$ cat src/rtl/spi_pkg.sv
// Shared types and helpers for the SPI slave: FSM state encoding and SCLK edge selection.
package spi_pkg;

   typedef enum logic [0:0] {
      IDLE = 1'b0,
      XFER = 1'b1
   } spi_state_e;

   // Data is sampled on the rising SCLK edge exactly when CPOL and CPHA agree.
   function automatic bit sample_on_rise(input bit cpol, input bit cpha);
      return cpol == cpha;
   endfunction

endpackage

$ cat src/rtl/spi_edge_sync.sv
// Resynchronises SCLK/MOSI/SS_n into the clk domain and flags sample/shift edges
// and slave-select transitions as single-cycle pulses.
module spi_edge_sync
   import spi_pkg::*;
#(
   parameter bit          CPOL        = 1'b0,
   parameter bit          CPHA        = 1'b0,
   parameter int unsigned SYNC_STAGES = 2
) (
   input  logic clk,
   input  logic rst_n,
   input  logic sclk,
   input  logic mosi,
   input  logic ss_n,
   output logic mosi_s,
   output logic sample_edge,
   output logic shift_edge,
   output logic ss_fall,
   output logic ss_rise
);

   localparam bit SAMPLE_RISE = sample_on_rise(CPOL, CPHA);

   logic [SYNC_STAGES-1:0] sclk_q, mosi_q, ss_q;
   logic                   sclk_prev_q, ss_prev_q;
   logic                   sclk_s, ss_s, sclk_rise, sclk_fall;

   always_ff @(posedge clk or negedge rst_n) begin
      if (!rst_n) begin
         sclk_q      <= {SYNC_STAGES{CPOL}};
         mosi_q      <= '0;
         ss_q        <= '1;
         sclk_prev_q <= CPOL;
         ss_prev_q   <= 1'b1;
      end else begin
         sclk_q      <= {sclk_q[SYNC_STAGES-2:0], sclk};
         mosi_q      <= {mosi_q[SYNC_STAGES-2:0], mosi};
         ss_q        <= {ss_q[SYNC_STAGES-2:0], ss_n};
         sclk_prev_q <= sclk_s;
         ss_prev_q   <= ss_s;
      end
   end

   assign sclk_s      = sclk_q[SYNC_STAGES-1];
   assign ss_s        = ss_q[SYNC_STAGES-1];
   assign mosi_s      = mosi_q[SYNC_STAGES-1];
   assign sclk_rise   = sclk_s & ~sclk_prev_q;
   assign sclk_fall   = ~sclk_s & sclk_prev_q;
   assign sample_edge = SAMPLE_RISE ? sclk_rise : sclk_fall;
   assign shift_edge  = SAMPLE_RISE ? sclk_fall : sclk_rise;
   assign ss_fall     = ~ss_s & ss_prev_q;
   assign ss_rise     = ss_s & ~ss_prev_q;

endmodule

$ cat src/rtl/spi_slave_mode.sv
// Full-duplex SPI slave with configurable width, bit order and mode.
// Define SPI_SLAVE_ERR_EN to add the tx_underrun and frame_err pulse outputs.
module spi_slave_mode
   import spi_pkg::*;
#(
   parameter int unsigned DATA_W      = 8,
   parameter bit          CPOL        = 1'b0,
   parameter bit          CPHA        = 1'b0,
   parameter bit          MSB_FIRST   = 1'b1,
   parameter int unsigned SYNC_STAGES = 2
) (
   input  logic              clk,
   input  logic              rst_n,
   input  logic              SCLK,
   input  logic              MOSI,
   input  logic              SS_n,
   output logic              MISO,
   input  logic [DATA_W-1:0] tx_data,
   input  logic              tx_valid,
   output logic              tx_ready,
   output logic [DATA_W-1:0] rx_data,
   output logic              rx_done,
   output logic              busy
`ifdef SPI_SLAVE_ERR_EN
   ,
   output logic              tx_underrun,
   output logic              frame_err
`endif
);

   localparam int unsigned      CNT_W    = $clog2(DATA_W);
   localparam logic [CNT_W-1:0] LAST_BIT = CNT_W'(DATA_W - 1);

   logic mosi_s, sample_edge, shift_edge, ss_fall, ss_rise;

   spi_edge_sync #(
      .CPOL        (CPOL),
      .CPHA        (CPHA),
      .SYNC_STAGES (SYNC_STAGES)
   ) u_edge_sync (
      .clk         (clk),
      .rst_n       (rst_n),
      .sclk        (SCLK),
      .mosi        (MOSI),
      .ss_n        (SS_n),
      .mosi_s      (mosi_s),
      .sample_edge (sample_edge),
      .shift_edge  (shift_edge),
      .ss_fall     (ss_fall),
      .ss_rise     (ss_rise)
   );

   spi_state_e        state_q, state_d;
   logic [CNT_W-1:0]  cnt_q, cnt_d;
   logic [DATA_W-1:0] rx_sr_q, rx_sr_d, tx_sr_q, tx_sr_d, tx_buf_q, tx_buf_d;
   logic [DATA_W-1:0] rx_data_q, rx_data_d, rx_shift, tx_shift;
   logic              tx_full_q, tx_full_d, rx_done_q, rx_done_d;
   logic              first_q, first_d, reload_q, reload_d, load;

   assign rx_shift = MSB_FIRST ? {rx_sr_q[DATA_W-2:0], mosi_s} : {mosi_s, rx_sr_q[DATA_W-1:1]};
   assign tx_shift = MSB_FIRST ? {tx_sr_q[DATA_W-2:0], 1'b0} : {1'b0, tx_sr_q[DATA_W-1:1]};

   always_comb begin
      state_d   = state_q;
      cnt_d     = cnt_q;
      rx_sr_d   = rx_sr_q;
      tx_sr_d   = tx_sr_q;
      tx_buf_d  = tx_buf_q;
      tx_full_d = tx_full_q;
      rx_data_d = rx_data_q;
      rx_done_d = 1'b0;
      first_d   = first_q;
      reload_d  = 1'b0;
      load      = 1'b0;
      unique case (state_q)
         IDLE: begin
            if (ss_fall) begin
               state_d = XFER;
               cnt_d   = '0;
               rx_sr_d = '0;
               load    = 1'b1;
            end
         end
         XFER: begin
            if (ss_rise) begin
               state_d = IDLE;
               cnt_d   = '0;
               rx_sr_d = '0;
               tx_sr_d = '0;
               first_d = 1'b0;
            end else begin
               if (sample_edge) begin
                  rx_sr_d = rx_shift;
                  if (cnt_q == LAST_BIT) begin
                     cnt_d     = '0;
                     rx_data_d = rx_shift;
                     rx_done_d = 1'b1;
                     reload_d  = CPHA;
                  end else begin
                     cnt_d = cnt_q + CNT_W'(1);
                  end
               end
               // In CPHA=0 a shift edge with the counter at zero can only follow a
               // completed word, so it starts the next back-to-back frame.
               if (shift_edge) begin
                  if (!CPHA && cnt_q == '0) begin
                     load = 1'b1;
                  end else if (CPHA && first_q) begin
                     first_d = 1'b0;
                  end else begin
                     tx_sr_d = tx_shift;
                  end
               end
               if (reload_q) begin
                  load = 1'b1;
               end
            end
         end
         default: state_d = IDLE;
      endcase

      if (load) begin
         first_d   = 1'b1;
         tx_sr_d   = tx_full_q ? tx_buf_q : '0;
         tx_full_d = 1'b0;
      end
      // A write racing a load into an empty buffer is kept for the following frame.
      if (tx_valid && !tx_full_q) begin
         tx_buf_d  = tx_data;
         tx_full_d = 1'b1;
      end
   end

   always_ff @(posedge clk or negedge rst_n) begin
      if (!rst_n) begin
         state_q   <= IDLE;
         cnt_q     <= '0;
         rx_sr_q   <= '0;
         tx_sr_q   <= '0;
         tx_buf_q  <= '0;
         tx_full_q <= 1'b0;
         rx_data_q <= '0;
         rx_done_q <= 1'b0;
         first_q   <= 1'b0;
         reload_q  <= 1'b0;
      end else begin
         state_q   <= state_d;
         cnt_q     <= cnt_d;
         rx_sr_q   <= rx_sr_d;
         tx_sr_q   <= tx_sr_d;
         tx_buf_q  <= tx_buf_d;
         tx_full_q <= tx_full_d;
         rx_data_q <= rx_data_d;
         rx_done_q <= rx_done_d;
         first_q   <= first_d;
         reload_q  <= reload_d;
      end
   end

   assign MISO     = (state_q == XFER) && (MSB_FIRST ? tx_sr_q[DATA_W-1] : tx_sr_q[0]);
   assign tx_ready = ~tx_full_q;
   assign rx_data  = rx_data_q;
   assign rx_done  = rx_done_q;
   assign busy     = (state_q == XFER);

`ifdef SPI_SLAVE_ERR_EN
   logic underrun_q, frame_err_q;

   always_ff @(posedge clk or negedge rst_n) begin
      if (!rst_n) begin
         underrun_q  <= 1'b0;
         frame_err_q <= 1'b0;
      end else begin
         underrun_q  <= load && !tx_full_q;
         frame_err_q <= (state_q == XFER) && ss_rise && (cnt_q != '0);
      end
   end

   assign tx_underrun = underrun_q;
   assign frame_err   = frame_err_q;
`endif

endmodule

$ cat config.mk
export PLATFORM = sky130hd
export DESIGN_NAME = spi_slave_mode
export DESIGN_NICKNAME = d
export VERILOG_FILES = /design/src/rtl/spi_pkg.sv /design/src/rtl/spi_edge_sync.sv /design/src/rtl/spi_slave_mode.sv
export SDC_FILE = /design/constraint.sdc
export NUM_CORES = 1
export LEC_CHECK = 0
export CORE_ASPECT_RATIO = 0.9
export CORE_MARGIN = 2
export CORE_UTILIZATION = 55
export DETAILED_ROUTE_END_ITERATION = 10
export GPL_ROUTABILITY_DRIVEN = 0
export PLACE_DENSITY = 0.81
export SYNTH_ARGS = -nofsm -noshare
export SYNTH_HDL_FRONTEND = slang
export SYNTH_SLANG_ARGS = --single-unit
$ cat constraint.sdc
create_clock -name clk -period 2.4 [get_ports clk]
set_clock_uncertainty 0.05 [all_clocks]
set_input_delay 0.6 -clock clk [delete_from_list [all_inputs] [get_ports clk]]
set_output_delay 0.6 -clock clk [all_outputs]
set_load 0.005 [all_outputs]
# After elaboration in Yosys (flattened, before gate mapping)
# Index checks and enable logic that the tools add are counted.
dict set report classes {
  add_sub_neg 1
  mul 0
  n_div 0
  magnitude_cmp 0
  eq_ne 4
  shift 0
  mux 28
  bitwise_logic 11
  n_reduce_logical 10
}
# op n
set ops {}
lappend ops {{2-to-1 mux 8 bit} 6}
lappend ops {{2-to-1 mux 7 bit} 3}
lappend ops {{one-hot mux 7 bit (2 select lines)} 1}
lappend ops {{2-to-1 mux 3 bit} 4}
lappend ops {{2-to-1 mux 1 bit} 11}
lappend ops {{NOT 1 bit} 7}
lappend ops {{!= test 3 bit (second input constant)} 2}
lappend ops {{one-hot mux 3 bit (2 select lines)} 1}
lappend ops {{AND 1 bit} 4}
lappend ops {{one-hot mux 1 bit (2 select lines)} 2}
lappend ops {{AND reduction 4 bit} 1}
lappend ops {{nonzero test 2 bit} 2}
lappend ops {{adder 3 x 1 -> 3 bit (second input constant)} 1}
lappend ops {{== test 3 bit (second input constant)} 1}
lappend ops {{logical NOT 3 bit} 1}
lappend ops {{AND reduction 3 bit} 1}
lappend ops {{nonzero test 3 bit} 1}
lappend ops {{logical AND 1 bit} 2}
lappend ops {{!= test 2 bit (second input constant)} 1}
lappend ops {{AND reduction 2 bit} 1}
lappend ops {{logical NOT 1 bit} 1}
dict set report word_totals {
  register_bits 45
  latch_bits 0
  mem_bits_rw 0
  mem_bits_ro 0
  input_bits 14
  output_inout_bits 12
  word_cells 67
  memories 0
}

# Depth between registers and ports, before layout
# Gate-level depths: netlist (run 1).
dict set report logic_depth {
  depth_word 7
  depth_mapped 7
  depth_no_buf 6
}

# Cells and area by module
# From an unflattened synthesis (run 1), not the netlist that was laid out.
dict set report unflattened {
  hier_cells 143
  hier_area_um2 1959.4
}
# mod instances cells_per_inst area_per_inst_um2 seq_area_each_um2
set modules_own_cells {}
lappend modules_own_cells {spi_slave_mode 1 131 1720.4 925.9}
lappend modules_own_cells {spi_edge_sync 1 12 239.0 203.9}

# Least setup slack after synthesis (run 1)
# OpenSTA, ideal clock, no wires.
dict set report synth_path {
  path_kind {flip-flop to output port}
  start {reg state_q, in the netlist busy}
  end {out MISO}
  arrival_ns 1.107
  required_time_ns 1.750
  setup_slack_ns 0.643
  stages_incl_launch_ff 4
  n_path_buf 2
  path_cell_list {dfrtp_1 > clkbuf_1 > clkbuf_1 > and2_1}
}
dict set report synth_between {
  elab_chain_len 1
}
# element line_no
set synth_rtl {}
lappend synth_rtl {{from (decl)} spi_slave_mode.sv:53} ;# spi_state_e state_q, state_d;
lappend synth_rtl {{from (signal assigned)} spi_slave_mode.sv:147} ;# state_q <= state_d;
lappend synth_rtl {{logical AND 1 bit} spi_slave_mode.sv:160} ;# assign MISO = (state_q == XFER) && (MSB_FIRST ? tx_sr_q[DATA_W-1] : tx_sr_q[0]);
lappend synth_rtl {{to (decl)} spi_slave_mode.sv:17} ;# output logic MISO,
# Every way passes these cells.

# Final worst setup path (run 1)
dict set report layout_path {
  start {reg u_edge_sync.sclk_q[1]}
  end {reg rx_data_q[6], in the netlist rx_data[6]}
}
dict set report layout_between {
  elab_chain_len 2
}
# element line_no
set layout_rtl {}
lappend layout_rtl {{from (decl)} spi_edge_sync.sv:24} ;# logic [SYNC_STAGES-1:0] sclk_q, mosi_q, ss_q;
lappend layout_rtl {{from (signal assigned)} spi_edge_sync.sv:30} ;# sclk_q <= {SYNC_STAGES{CPOL}};
lappend layout_rtl {{from (signal assigned)} spi_edge_sync.sv:36} ;# sclk_q <= {sclk_q[SYNC_STAGES-2:0], sclk};
lappend layout_rtl {{AND 1 bit} spi_edge_sync.sv:47} ;# assign sclk_rise = sclk_s & ~sclk_prev_q;
lappend layout_rtl {{AND reduction 4 bit (no line)} --}
lappend layout_rtl {{to (signal assigned)} spi_slave_mode.sv:153} ;# rx_data_q <= rx_data_d;
lappend layout_rtl {{to (decl)} spi_slave_mode.sv:56} ;# logic [DATA_W-1:0] rx_data_q, rx_data_d, rx_shift, tx_shift;
# Every way passes these cells.
# A chain may end at the register's enable or synchronous reset.

==> run_results.csv, run 1 <==
group,metric,value,unit
finish,fillers,271,
worst_setup_path,crit_chain,"nor2b_1, nand4_1, mux2_2",
timing,setup_violations,0,
cts,clockBufferDepth,2,
worst_setup_path,critical_path_arrival,2.20,ns
placed_design,io_buffers,25,
detailed_routing,dr_total_vias,1565,
timing,drv_slew,0,
synthesis,synth_seq_cells,45,
synthesis,syn-num-nets,212,
run,max-cap-violations,0,
cts,cts_root_buf,"clkbuf_8",
worst_setup_path,start_kind,"register",
cts,clkLatencyLatePin,0.29,ns
detailed_routing,firstDrtPassIters,4,
detailed_routing,drt-met1-wl,1940,um
timing,max_slew_margin,57.39,%
timing,rsz0062_at_grt,"false",
synthesis,synth-seq-area-share,53.18,%
pwr,p_total,2.205,mW
finish,antennaDiodeCount,0,
floorplan,die_w,69.52,um
finish,syn2layout_area_growth,18.79,%
finish,final_core_util,68.12,%
finish,stdcell_area,0.002524,mm2
run_status,status,"completed",
pwr,p_clk_share,26.7,%
worst_setup_path,critPathBufInv,0,
detailed_routing,routed_wl,4061,um
floorplan,start_util,57.35,%
global_routing,overflow,0,
placed_design,dp_hpwl,2816,um
timing,max_freq,484.0,MHz
detailed_routing,ant_nets,0,
finish,most-common-layout-cells,"dfrtp_1 (42), clkdlybuf4s50_1 (24), nand2_1 (19), mux2_2 (16), nand3_1 (15)",
cts,numCtsBuffers,5,
worst_setup_path,cp_slowest_stage_delay,0.55,ns
timing,tightest_slew,0.6378,ns
detailed_routing,via_per_inst,5.840,
detailed_routing,wl_met3,151,um
floorplan,dieArea,0.004377,mm2
global_routing,grt_max_degree,46,
pwr,p_leak,1.175,nW
synthesis,syn_area_per_cell,10.90,um2
pwr,p_comb_share,26.2,%
floorplan,coreArea,0.003705,mm2
detailed_routing,wire_per_inst,15.15,um
finish,nets,238,
placed_design,dpl_cell_area,0.002407,mm2
synthesis,synth_cell_types,32,
detailed_routing,wl_met2,1887,um
cts,htreeDepth,2,
worst_setup_path,criticalPathCategory,"register to register",
timing,period_share,86.08,%
floorplan,rows,21,
global_routing,grt_pass1_vias,1493,
floorplan,ios,26,
timing,fin_crit,2.066,ns
cts,cts_resized,0,
worst_setup_path,critPathTopFamily,"simple AND/OR/NAND/NOR gates",
worst_setup_path,cp.required,2.53,ns
cts,cts_tree,"yes",
cts,cts.sinks,45,
pwr,seq_power_share,47.1,%
pwr,p_sw_share,30.27,%
finish,drive_above_1_share,18.47,%
detailed_routing,routed.top_layer,"met4",
synthesis,syn_inst,195,
global_routing,grt_pass1_wl,7065,um
global_routing,antenna_found_initial,0,
pwr,p_switching,667.4,uW
synthesis,synthesis.area,0.002125,mm2
synthesis,synth_area_leaders,"dfrtp_1 (49%), mux2_2 (8.5%), o41ai_2 (4.6%), dfstp_2 (3.7%), nand3_1 (3.5%)",
global_routing,grt_usage,20.45,%
worst_setup_path,critPathSlowestCell,"nor2b_1",
cts,hold_buffers,0,
detailed_routing,drc_errors,0,
detailed_routing,drt_iter0_markers,127,
timing,hold_viol,0,
timing,fin_tns_setup,0,ns
floorplan,dieHeight,62.96,um
finish,layout.cells.most_common,"dfrtp_1",
cts,postCtsSetupRepairBufs,0,
synthesis,post-synth-top-area-fraction,49.47,%
cts,clk_pin_slew,0.08,ns
synthesis,yosysWarnings,0,
worst_setup_path,cp-end-kind,"register",
worst_setup_path,critical_path.max_fanout,10,
synthesis,synth_top_cell_by_area,"dfrtp_1",
pwr,power_density,873.6,mW/mm2
min_path,hold_path.class,"register to register",
pwr,p_int,1.537,mW
pwr,peakVddDrop,0.0005658,V
[area by class of cell]
| type | count | area [um2] | area share [%] |
|---|---|---|---|
| clock buffer | 7 | 86.33 | 3.421 |
| tap | 46 | 57.56 | 2.281 |
| multi-input combinational | 134 | 914.6 | 36.24 |
| inverter | 4 | 15.01 | 0.5949 |
| timing repair buffer | 31 | 290.3 | 11.50 |
| sequential | 45 | 1130 | 44.77 |
| clock inverter | 1 | 30.03 | 1.190 |
[metrics by stage]
step	cells	worst slack, ns	hold slack (ns)
4_1_cts	268	0.3566	0.3046
3_3_place_gp	260	0.4716	0.2823
6_report	268	0.3340	0.3046
2_1_floorplan	195	0.6429	0.2544
3_5_place_dp	260	0.3703	0.2863
5_1_grt	268	0.1454	0.3094
[metal layers]
layer	up-vias	global-route usage, %
met4	0	8.824
met3	8	4.355
li1	742	-
met1	769	29.41
met2	46	30.05
met5	-	0
[synthesized netlist by cell type]
library cell / count
dfrtp_1: 42
nand2_1: 19
mux2_2: 16
nand3_1: 15
a21oi_1: 12
nor2_1: 12
nor2b_1: 10
nand4_1: 9
clkbuf_1: 8
o21ai_0: 8
o21bai_1: 7
o41ai_2: 6
inv_1: 4
dfstp_2: 3
ha_1: 3
nand2b_1: 3
buf_6: 2
nand4b_1: 2
a22o_1: 1
a32o_1: 1
and2_1: 1
and2_4: 1
and2b_1: 1
buf_2: 1
buf_4: 1
mux2_1: 1
mux2i_1: 1
nand4bb_1: 1
nor3_1: 1
o211ai_1: 1
o21ai_1: 1
o21ai_2: 1
[state kept, by name, summed over array words and instances, names as in the netlist]
signal                   flops
u_edge_sync.sclk_prev_q      1
tx_sr_q                      8
rx_sr_q                      7
rx_data                      8
tx_buf_q                     8
u_edge_sync.ss_prev_q        1
tx_full_q                    1
busy                         1
cnt_q                        3
u_edge_sync.sclk_q           2
u_edge_sync.mosi_q           2
rx_done                      1
u_edge_sync.ss_q             2
[worst paths after layout]
| check | from | slack [ns] | cells after the start | end |
|---|---|---|---|---|
| worst max-delay path | u_edge_sync.sclk_q[1] | 0.33 | 3 | rx_data[6] |
| worst min-delay path | u_edge_sync.mosi_q[0] | 0.30 | 0 | u_edge_sync.mosi_q[1] |
| worst max register to register | u_edge_sync.sclk_q[1] | 0.33 | 3 | rx_data[6] |
| worst min register to register | u_edge_sync.mosi_q[0] | 0.30 | 0 | u_edge_sync.mosi_q[1] |
| max in group asynchronous | rst_n | 1.59 | 2 | u_edge_sync.ss_prev_q |
| min in group asynchronous | rst_n | 0.32 | 2 | tx_full_q |
[cell families (layout without fill, tap and decap cells)]
family                   Yosys count  in the layout  share of synthesized area [%]
buffers and inverters             16             43                          3.769
adder cells (fa/ha/maj)            3              3                          1.767
AND/OR/NAND/NOR                   75             75                          18.14
flip-flops                        45             45                          53.18
multiplexers                      18             18                          9.482
AO/OA/AOI/OAI                     38             38                          13.66
[power by group through the flow]
stage / clock network [mW] / registers [mW] / logic (mW)
after floorplan: 0 / 1.02 / 0.411
after global placement: 0 / 1.04 / 0.553
after detailed placement: 0 / 1.05 / 0.578
after CTS: 0.595 / 1.04 / 0.582
after global routing: 0.627 / 1.06 / 0.641
final: 0.589 / 1.04 / 0.578
No activity file was read; power rests on OpenSTA's default activity.
==> run 2: changes to the inputs <==
--- a/config.mk
+++ b/config.mk
@@ -7,10 +7,11 @@
 export LEC_CHECK = 0
 export CORE_ASPECT_RATIO = 0.9
 export CORE_MARGIN = 2
-export CORE_UTILIZATION = 55
+export CORE_UTILIZATION = 54
 export DETAILED_ROUTE_END_ITERATION = 10
 export GPL_ROUTABILITY_DRIVEN = 0
-export PLACE_DENSITY = 0.81
+export PLACE_DENSITY = 0.8
 export SYNTH_ARGS = -nofsm -noshare
 export SYNTH_HDL_FRONTEND = slang
+export SYNTH_HIERARCHICAL = 1
 export SYNTH_SLANG_ARGS = --single-unit
==> run_results.csv, run 2 <==
group,metric,value,unit
run_status,status,"completed",
timing,fin_tns_setup,0,ns
worst_setup_path,critPathSlowestCell,"dfrtp_1",
timing,worst_slack,0.2118,ns
synthesis,ys.flop_type,"dfrtp_1",
min_path,hold_path.class,"register to register",
synthesis,post-synth-top-area-fraction,53.64,%
finish,nets,187,
cts,cts_root_buf,"clkbuf_8",
global_routing,grt_pass1_vias,1276,
finish,layout.cells.most_common,"dfrtp_1",
synthesis,yosysWarnings,6,
min_path,holdPathStages,0,
timing,fin_crit,2.188,ns
floorplan,start_util,57.15,%
finish,fin_cells,215,
worst_setup_path,critical_path.max_fanout,10,
cts,numCtsBuffers,5,
timing,setup_violations,0,
finish,drive_above_1_share,23.39,%
detailed_routing,via_per_inst,5.874,
cts,clkLatencyLatePin,0.30,ns
synthesis,async_reset_ff_share,100.0,%
worst_setup_path,worstReg2RegStart,"u_edge_sync/ss_prev_q",
synthesis,synth_area_leaders,"dfrtp_1 (54%), mux2_4 (6.1%), mux2_2 (5.2%), dfstp_2 (4.0%), a22o_1 (4.0%)",
detailed_routing,routed_wl,3582,um
placed_design,placedCellCount,207,
timing,holdWs,0.3023,ns
worst_setup_path,cp.required,1.75,ns
worst_setup_path,critical_path_arrival,1.54,ns
min_path,hp-start,"u_edge_sync/sclk_q[0]",
pwr,power_density,920.2,mW/mm2
timing,rsz0062_at_grt,"false",
detailed_routing,ant_nets,0,
pwr,p_total,2.168,mW
floorplan,dieArea,0.004127,mm2
cts,hold_buffers,0,
detailed_routing,firstDrtPassIters,4,
global_routing,grt_max_degree,46,
worst_setup_path,cp-end-kind,"output port",
worst_setup_path,cp_slowest_stage_delay,0.57,ns
timing,hold_viol,0,
worst_setup_path,r2r_slack,0.53,ns
timing,max_freq,457.0,MHz
worst_setup_path,crit_chain,"and2_1, clkdlybuf4s50_1",
floorplan,coreArea,0.003428,mm2
synthesis,yosys.cell_count.top_type,"dfrtp_1",
synthesis,synth_top_cell_by_area,"dfrtp_1",
detailed_routing,dr_total_vias,1263,
synthesis,synth_cell_types,32,
worst_setup_path,criticalPathCategory,"register to output port",
global_routing,grt_pass1_wl,6134,um
min_path,min_to,"u_edge_sync/sclk_q[1]",
detailed_routing,drc_errors,0,
placed_design,dp_hpwl,2455,um
pwr,p_leak,1.049,nW
cts,cts_tree,"yes",
timing,drv_slew,0,
run,max-cap-violations,0,
placed_design,io_buffers,25,
synthesis,synth-seq-area-share,57.66,%
finish,most-common-layout-cells,"dfrtp_1 (42), clkdlybuf4s50_1 (24), a22o_1 (9), mux2_2 (9)",
worst_setup_path,start_kind,"register",
worst_setup_path,reg2reg_depth,4,
worst_setup_path,r2r-end,"cnt_q[0]",
cts,clockBufferDepth,2,
detailed_routing,wire_per_inst,16.66,um
cts,clk_pin_slew,0.08,ns
timing,period_share,91.18,%
synthesis,synth-edff-count,0,
timing,tightest_slew,0.5460,ns
synthesis,synthesis.area,0.001959,mm2
global_routing,grt_usage,20.97,%
cts,htreeDepth,2,
global_routing,overflow,0,
synthesis,synth_seq_cells,45,
finish,syn2layout_area_growth,20.24,%
floorplan,dieHeight,61.15,um
cts,cts.sinks,45,
synthesis,syn-num-nets,160,
cts,cts_resized,0,
placed_design,dpl_worst_slack,0.4003,ns
floorplan,ios,26,
cts,postCtsSetupRepairBufs,0,
worst_setup_path,critPathTopFamily,"flip-flops",
synthesis,syn_inst,143,
pwr,peakVddDrop,0.0005753,V
finish,antennaDiodeCount,0,
timing,max_slew_margin,63.60,%
synthesis,synthTopCellsByCount,"dfrtp_1 (42), a22o_1 (9), mux2_2 (9)",
detailed_routing,drt_iter0_markers,75,
floorplan,die_w,67.50,um
worst_setup_path,critPathBufInv,1,
synthesis,syn_area_per_cell,13.70,um2
floorplan,rows,20,
global_routing,antenna_found_initial,0,
run 2: worst reg2reg max path, stage by stage, from the launching register on:
cell and delay [ns]:
dfstp_2 0.53, and2b_2 0.29, nand2b_2 0.32, o22ai_2 0.40
mux2_2 0.24
run 2: power by group:
part	switching [mW]	internal (mW)
clock network	0.252	0.413
registers	0.120	0.915
logic	0.215	0.253
total	0.586	1.58
run 2: how the worst max path moves through the flow:
| stage | from | to | cells after the start |
|---|---|---|---|
| final | busy | MISO | 2 |
| after global routing | busy | MISO | 2 |
| after CTS | busy | MISO | 2 |
| after detailed placement | tx_valid | tx_buf_q[6] | 4 |
| after global placement | tx_valid | tx_buf_q[6] | 4 |
| after floorplan | u_edge_sync/ss_prev_q | rx_data[0] | 6 |
run 2: metrics by stage:
step | utilization, % | area (um2)
2_1_floorplan | - | 1959
3_3_place_gp | 64.82 | 2222
3_5_place_dp | 64.82 | 2222
4_1_cts | 68.72 | 2356
5_1_grt | 68.72 | 2356
6_report | 68.72 | 2356
run 2: logic make-up (layout without fill, tap and decap cells):
kind of cell / after synthesis / count (layout) / share of synthesized area [%]
AO/OA/AOI/OAI: 30 / 30 / 12.32
adder cells (fa/ha/maj): 3 / 3 / 1.916
buffers and inverters: 12 / 40 / 3.831
flip-flops: 45 / 45 / 57.66
multiplexers: 17 / 17 / 11.30
AND/OR/NAND/NOR: 36 / 36 / 12.96
run 2: final cells by class:
class	instances	area [um2]
fill	239	1072
clock buffer	5	68.82
inverter	4	15.01
tap	44	55.05
sequential	45	1130
multi-input combinational	86	754.5
timing repair buffer	28	267.8
clock inverter	3	65.06
run 2: metal layers:
layer	up-vias	track usage (%)	wire, um
li1	578	-	-
met1	630	27.56	1642
met2	44	31.65	1639
met3	11	7.495	211
met4	0	9.329	89
met5	-	0	0
==> run 3: changes to the inputs <==
==> constraint.sdc (replaced) <==
create_clock -name clk -period 2.4 [get_ports clk]
set_clock_uncertainty 0.05 [all_clocks]
set_input_delay 0.6 -clock clk [delete_from_list [all_inputs] [get_ports clk]]
set_output_delay 0.6 -clock clk [all_outputs]
set_load 0.02 [all_outputs]
==> run_results.csv, run 3 (synthesis gave the netlist of run 2 again) <==
group,metric,value,unit
timing,fin_crit,2.285,ns
finish,syn2layout_area_growth,19.73,%
timing,period_share,95.20,%
floorplan,ios,26,
pwr,p_leak,1.041,nW
detailed_routing,drt_iter0_markers,75,
finish,fillers,224,
global_routing,grt_usage,19.62,%
worst_setup_path,r2r_slack,0.52,ns
global_routing,grt_max_degree,46,
finish,most-common-layout-cells,"dfrtp_1 (42), clkdlybuf4s50_1 (24), a22o_1 (9), mux2_2 (9)",
pwr,peakVddDrop,0.0005445,V
finish,regArea,0.001130,mm2
cts,cts_resized,0,
cts,postCtsSetupRepairBufs,0,
pwr,power_density,887.6,mW/mm2
floorplan,die_w,67.50,um
worst_setup_path,start_kind,"register",
cts,cts_tree,"yes",
cts,cts_root_buf,"clkbuf_8",
global_routing,antenna_found_initial,0,
finish,layout.cells.most_common,"dfrtp_1",
worst_setup_path,timing.critical_path.from,"busy",
timing,tightest_slew,0.4612,ns
worst_setup_path,critical_path.max_fanout,10,
timing,hold_viol,0,
finish,antennaDiodeCount,0,
global_routing,grt_pass1_vias,1224,
min_path,hold_path.class,"input port to async pin",
pwr,p_total,2.082,mW
cts,hold_buffers,0,
placed_design,io_buffers,25,
detailed_routing,wire_per_inst,16.35,um
finish,drive_above_1_share,22.81,%
timing,max_freq,437.7,MHz
worst_setup_path,worstReg2RegStart,"u_edge_sync/ss_prev_q",
worst_setup_path,critPathBufInv,1,
timing,drv_slew,0,
detailed_routing,firstDrtPassIters,6,
detailed_routing,via_per_inst,5.893,
finish,nets,187,
finish,final_core_util,68.43,%
detailed_routing,dr_total_vias,1267,
floorplan,coreArea,0.003428,mm2
worst_setup_path,critPathTopFamily,"buffers and inverters",
worst_setup_path,critical_path_arrival,1.63,ns
timing,rsz0062_at_grt,"false",
detailed_routing,ant_nets,0,
run_status,status,"completed",
worst_setup_path,r2r-end,"cnt_q[0]",
finish,multi_input_area,754.5,um2
timing,max_slew_margin,69.25,%
detailed_routing,drc_errors,0,
cts,numCtsBuffers,5,
worst_setup_path,cp-end-kind,"output port",
worst_setup_path,critPathSlowestCell,"clkdlybuf4s50_1",
placed_design,dpl_worst_slack,0.4454,ns
timing,holdWs,0.2141,ns
global_routing,overflow,0,
timing,worst_slack,0.1152,ns
run,max-cap-violations,0,
worst_setup_path,criticalPathCategory,"register to output port",
cts,clk_pin_slew,0.08,ns
floorplan,start_util,57.15,%
placed_design,dp_hpwl,2400,um
worst_setup_path,cp.required,1.75,ns
floorplan,rows,20,
detailed_routing,routed_wl,3516,um
timing,setup_violations,0,
cts,cts.sinks,45,
global_routing,grt_pass1_wl,5830,um
timing,fin_tns_setup,0,ns
cts,clockBufferDepth,2,
worst_setup_path,cp_slowest_stage_delay,0.60,ns
cts,clkLatencyLatePin,0.29,ns
cts,htreeDepth,2,
worst_setup_path,crit_chain,"and2_1, clkdlybuf4s50_1",
floorplan,dieArea,0.004127,mm2
worst_setup_path,reg2reg_depth,4,
floorplan,dieHeight,61.15,um
-- run 3: metal layers --
metal / share of wire (%) / GRT usage (%) / vias up
met5: 0 / 0 / -
met4: 1.5 / 7.872 / 0
met3: 4.2 / 5.484 / 4
met2: 47 / 29.55 / 36
met1: 47 / 27.23 / 652
li1: - / - / 575
-- run 3: worst max path at each step --
stage / endpoint / cells past startpoint
floorplan: rx_data[0] / 6
global placement: MISO / 2
detailed placement: MISO / 2
CTS: MISO / 2
global route: MISO / 2
finish: MISO / 2
-- run 3: area by class of cell --
| class | count | area share (%) |
|---|---|---|
| tap | 44 | 2.347 |
| clock buffer | 6 | 3.093 |
| inverter | 4 | 0.6400 |
| clock inverter | 2 | 1.653 |
| timing repair buffer | 28 | 11.95 |
| multi-input combinational | 86 | 32.16 |
| sequential | 45 | 48.16 |
-- run 3: stage by stage --
| step | cell area [um2] | std cells |
|---|---|---|
| after CTS | 2346 | 215 |
| after detailed placement | 2235 | 207 |
| after global placement | 2235 | 207 |
| after global routing | 2346 | 215 |
| after floorplan | 1959 | 143 |
| final | 2346 | 215 |
-- run 3: power by group --
part	total (mW)	internal (mW)	switching, mW	leakage, nW
Combinational	0.490	0.256	0.234	0.425
Clock	0.563	0.313	0.250	0.0554
Sequential	1.03	0.915	0.114	0.560
